## src/rtl/tick_generator.sv

```systemverilog
// tick_generator: per-channel programmable tick/square-wave generator with shadowed divisors
module tick_generator #(
    parameter int NUM_CH = 4,
    parameter int CNT_W = 27,
    parameter logic [NUM_CH*CNT_W-1:0] DEF_DIV = {NUM_CH{27'd100_000_000}}
) (
    input  logic              M_CLK,
    input  logic              RST,
    input  logic              PAUSE,
    input  logic [NUM_CH-1:0] RESTART,
    input  logic              CFG_WE,
    input  logic [3:0]        CFG_CH,
    input  logic [CNT_W-1:0]  CFG_DIV,
    output logic [NUM_CH-1:0] TICK,
    output logic [NUM_CH-1:0] SQ_CLK,
    output logic [CNT_W-1:0]  ACTIVE_DIV
);
    // Full 16-entry readback table so any CFG_CH indexes in range; absent channels read 0
    logic [CNT_W-1:0] act_rd [16];
    for (genvar i = 0; i < 16; i++) begin : g_ch
        if (i < NUM_CH) begin : g_on
            logic [CNT_W-1:0] shd, act, cnt, shd_nxt, eff;
            logic tick, sq;
            assign shd_nxt = (CFG_WE && CFG_CH == 4'(i)) ? CFG_DIV : shd;
            assign eff = (act == '0) ? CNT_W'(1) : act;
            always_ff @(posedge M_CLK or posedge RST) begin
                if (RST) begin
                    cnt  <= '0;
                    shd  <= DEF_DIV[i*CNT_W +: CNT_W];
                    act  <= DEF_DIV[i*CNT_W +: CNT_W];
                    tick <= 1'b0;
                    sq   <= 1'b0;
                end else begin
                    shd <= shd_nxt;
                    if (RESTART[i]) begin
                        cnt  <= '0;
                        tick <= 1'b0;
                        sq   <= 1'b0;
                        act  <= shd_nxt;
                    end else if (PAUSE) begin
                        tick <= 1'b0;
                    end else if (cnt >= eff - CNT_W'(1)) begin
                        cnt  <= '0;
                        tick <= 1'b1;
                        sq   <= ~sq;
                        act  <= shd_nxt;
                    end else begin
                        cnt  <= cnt + CNT_W'(1);
                        tick <= 1'b0;
                    end
                end
            end
            assign TICK[i]   = tick;
            assign SQ_CLK[i] = sq;
            assign act_rd[i] = act;
        end else begin : g_off
            assign act_rd[i] = '0;
        end
    end
    assign ACTIVE_DIV = act_rd[CFG_CH];
endmodule

```

## config.mk

```make
export PLATFORM = sky130hd
export DESIGN_NAME = tick_generator
export DESIGN_NICKNAME = d
export VERILOG_FILES = /design/src/rtl/tick_generator.sv
export SDC_FILE = /design/constraint.sdc
export NUM_CORES = 1
export LEC_CHECK = 0
export BUFFER_PORTS_ARGS = -buffer_cell sky130_fd_sc_hd__buf_2
export CAP_MARGIN = 20
export CORE_MARGIN = 8
export CORE_UTILIZATION = 63
export DETAILED_ROUTE_END_ITERATION = 16
export MAX_ROUTING_LAYER = met4
export PLACE_DENSITY = 0.92
export SETUP_SLACK_MARGIN = 0.05
export SLEW_MARGIN = 20
export SYNTH_ARGS = -nofsm -noshare
export SYNTH_HDL_FRONTEND = slang
export SYNTH_SLANG_ARGS = --single-unit
```

## constraint.sdc

```tcl
create_clock -name M_CLK -period 15 [get_ports M_CLK]
set_input_delay 2.25 -clock M_CLK [delete_from_list [all_inputs] [get_ports M_CLK]]
set_output_delay 2.25 -clock M_CLK [all_outputs]
set_load 0.01 [all_outputs]
```

==> summary.md <==
| Metric | Value |
|---|---|
| RSZ-0062 raised after global routing | false |
| # hold bufs at CTS | 0 |
| Slew at the pin closest to its max-slew limit | between 1000 and 1500 ps |
| Worst setup path startpoint | g_ch[2].g_on.act[19]$_DFFE_PP0P_ |
| Initial antenna violation count | 3 |
| Startpoint type of the worst setup path | flip-flop |
| Top cell type's share of synthesized area | 29.7% |
| Clock buffer count from CTS | 37 |
| Placed standard-cell area | between 0.02 and 0.025 sq mm |
| Largest net degree at the start of global routing | approximately 120 |
| Die Ht | 194 microns |
| First-pass GRT wire length | around 96000 microns |
| DR iter-0 viols | around 2200 |
| WP data arrival | 6760 ps |
| Critical path class | flip-flop to flip-flop |
| Fillers | 1888 |
| Seq/Total Area, Yosys | a little over two fifths |
| Minimum clock period | 6340 ps |
| Max Fclk | roughly 0.16 GHz |
| Clock skew | 33.5 ps |
| Top-count cell post-synth | dfrtp_1 |
| Synth top area cells | dfrtp_1, dfstp_2, mux2_2 |
| Detail Route Antenna Nets | 0 |
| Via count | ~17000 |
| Final hold vios | 0 |
| Critical R2R Launch | g_ch[2].g_on.act[19]$_DFFE_PP0P_ |
| Commonest cells post-synth | dfrtp_1, mux2_2, nand2_1, ha_1, nor2_1 |
| Vias in the first global route | approximately 17000 |
| Clock Sinks | ~330 |
| Ys async rst share | 100% |
| Synth Instances | between 1500 and 2000 |
| Placer Congestion | 0.947 |
| Unique masters post-synth | 75 |
| Relative slew margins | ~25% |
| Starting Density | around 64% |
| Yosys reg bits | 332 |
| Area leader, netlist | dfrtp_1 |
| Clock transition at path regs | approximately 70 ps |
| Average size of a mapped cell | ~11 sq um |
| Final Cell Area | 0.0219 sq mm |
| Maximum vdd drop | 98.2 uV |
| Rows | between 60 and 70 |
| H-tree level count | 2 |
| Post-cts gate resize count | 0 |
| Gr usage total | between 30% and 40% |
| WP data required | ~15000 ps |
| CORE AREA | between 0.03 and 0.04 sq mm |
| Leakage | ~9.2 nW |
| Outcome | completed |
| Slowest Stage Delay on Critical Path | about 660 ps |
| Clock root buffer | clkbuf_16 |
| Vias per cell | between 7 and 8 |
| Die area | about 0.038 sq mm |
| Final period utilization | a little over two fifths |
| I/O Buffers | between 70 and 80 |
| CP max-delay cell | or4_1 |
| Grt total ovfl | 0 |
| P&R area growth vs syn | 9.96% |
| Drt wl/cell | 26.1 microns |
| Hold_ws | roughly 500 ps |
| 1st-pass router iterations | 5 |
| Hold Crit Class | flip-flop to flip-flop |
| Synth warn | 0 |
| Critical path, cell by cell | or4_1, nor4_1, and3_1, a21oi_1, ha_1, nand3_1, nor2_1, nand2_1, xor2_1, ha_1, nand4_1, nor2_1, a221oi_1, o211ai_1, a211oi_4, buf_4, mux2_2 |
| Prevailing post-synth register cell | dfrtp_1 |
| I/O pin count | 74 |
| Nets@finish | 2071 |
| Post-synth EDFFs | 0 |
| Chip Width | 194 microns |
| Post-CTS Setup Bufs | 0 |
| Setup TNS | 0 ps |
| Synth Cell Area | 0.0199 sq mm |
| Layout cell share with drive strength beyond 1 | 26.9% |
| Register Area | 0.00843 sq mm |
| Max-cap violations | 0 |
| Final WL | approximately 60000 microns |
| DP HPWL | 39000 microns |
| Synth Net Count | approximately 2000 |
| CTS tree | built |
| Slew Viols, Final | 0 |
| Setup violators final | 0 |
| PwrDens | about 140 mW/mm^2 |
| Worst-Skew Late Latency | 540 ps |
| Max Buffers Root-to-Sink | 3 |
| CP Max Fanout | between 40 and 50 |
| CP Capture Type | flip-flop |
| Beginning of the worst hold path | g_ch[3].g_on.shd[1]$_DFF_PP0_ |
| DR DRC count | 0 |
| Multi-input gate area | 0.0111 sq mm |
-- area by class of cell --
| type | count | area share, % |
|---|---|---|
| flip-flops and latches | 332 | 38.5 |
| clock buffers | 52 | 5.10 |
| multi-input cells | 1428 | 50.5 |
| repair buffers | 90 | 2.29 |
| well taps | 402 | 2.30 |
| clock inverters | 16 | 0.732 |
| inverters | 27 | 0.497 |
| diodes | 5 | 0.0572 |
-- layer usage --
metal  routed length [microns]  global-route usage, %  vias to the layer above
met5                         0                      -                        -
met4                      4900                   22.6                        0
met3                      6740                   9.58                      430
met2                     28100                   50.2                     1281
met1                     21700                   37.3                     8094
li1                          -                      -                     6976
-- worst max-delay path, delay by kind of cell, from the launching register on --
kind / cells / cell delay, ps
xor gates and xnor gates: 1 / 210
AOI/OAI and AO/OA: 4 / 1380
and+or+nand+nor: 8 / 2480
muxes: 1 / 430
DFF: 1 / 510
adders and majority gates: 2 / 630
buffers and inverters: 1 / 540
-- cell families after synthesis --
kind of cell / after synthesis / share of synthesized area [%]
xor gates and xnor gates: 137 / 6.03
muxes: 247 / 15.5
DFF: 332 / 42.3
buffers and inverters: 112 / 2.36
and+or+nand+nor: 721 / 19.3
AOI/OAI and AO/OA: 207 / 7.22
adders and majority gates: 116 / 7.29
-- path summary, 6_finish.rpt --
check	endpoint	slack, ps	cells past startpoint
min in group asynchronous	g_ch[1].g_on.shd[4]$_DFF_PP0_	1860	2
setup / recovery	g_ch[2].g_on.act[12]$_DFFE_PP0P_	8660	17
hold / removal	g_ch[3].g_on.shd[1]$_DFF_PP0_	490	1
setup reg to reg	g_ch[2].g_on.act[12]$_DFFE_PP0P_	8660	17
hold reg to reg	g_ch[3].g_on.shd[1]$_DFF_PP0_	490	1
max in group asynchronous	g_ch[1].g_on.shd[25]$_DFF_PP0_	10890	4
-- cell usage in the layout (no fill, tap or decap), drive strengths merged, types with 22 or more instances in the layout --
| cell type | instances |
|---|---|
| nand4 | 54 |
| ha | 116 |
| xnor2 | 87 |
| o21ai | 28 |
| buf | 90 |
| or4 | 27 |
| dfstp | 96 |
| dfrtp | 236 |
| mux4 | 27 |
| nor2 | 103 |
| xor2 | 50 |
| nand2 | 152 |
| nand3 | 66 |
| clkbuf | 52 |
| nor4 | 36 |
| a21oi | 72 |
| inv | 29 |
| a211o | 22 |
| nor3 | 97 |
| and2 | 78 |
| mux2 | 220 |
-- registers in the layout, indices dropped and copies added (netlist names) --
register and flops:
g_ch.g_on.sq 4, g_ch.g_on.act 108, g_ch.g_on.shd 108, g_ch.g_on.cnt 108, g_ch.g_on.tick 4
-- stage by stage --
stage	std cells	total power [mW]	utilization, %	setup WS, ps
after floorplan	1872	1.72	-	3710
after global placement	2278	1.90	65.7	8870
after detailed placement	2279	1.98	65.8	8820
after CTS	2347	2.96	69.8	8750
after global routing	2351	3.11	69.9	8460
final	2352	3.02	69.9	8660
-- power breakdown --
part           internal [mW]  switching, mW
clock network          0.559          0.391
logic                  0.329          0.370
registers               1.10          0.269
total                   1.99           1.03
No activity file was read; power rests on OpenSTA's default activity.
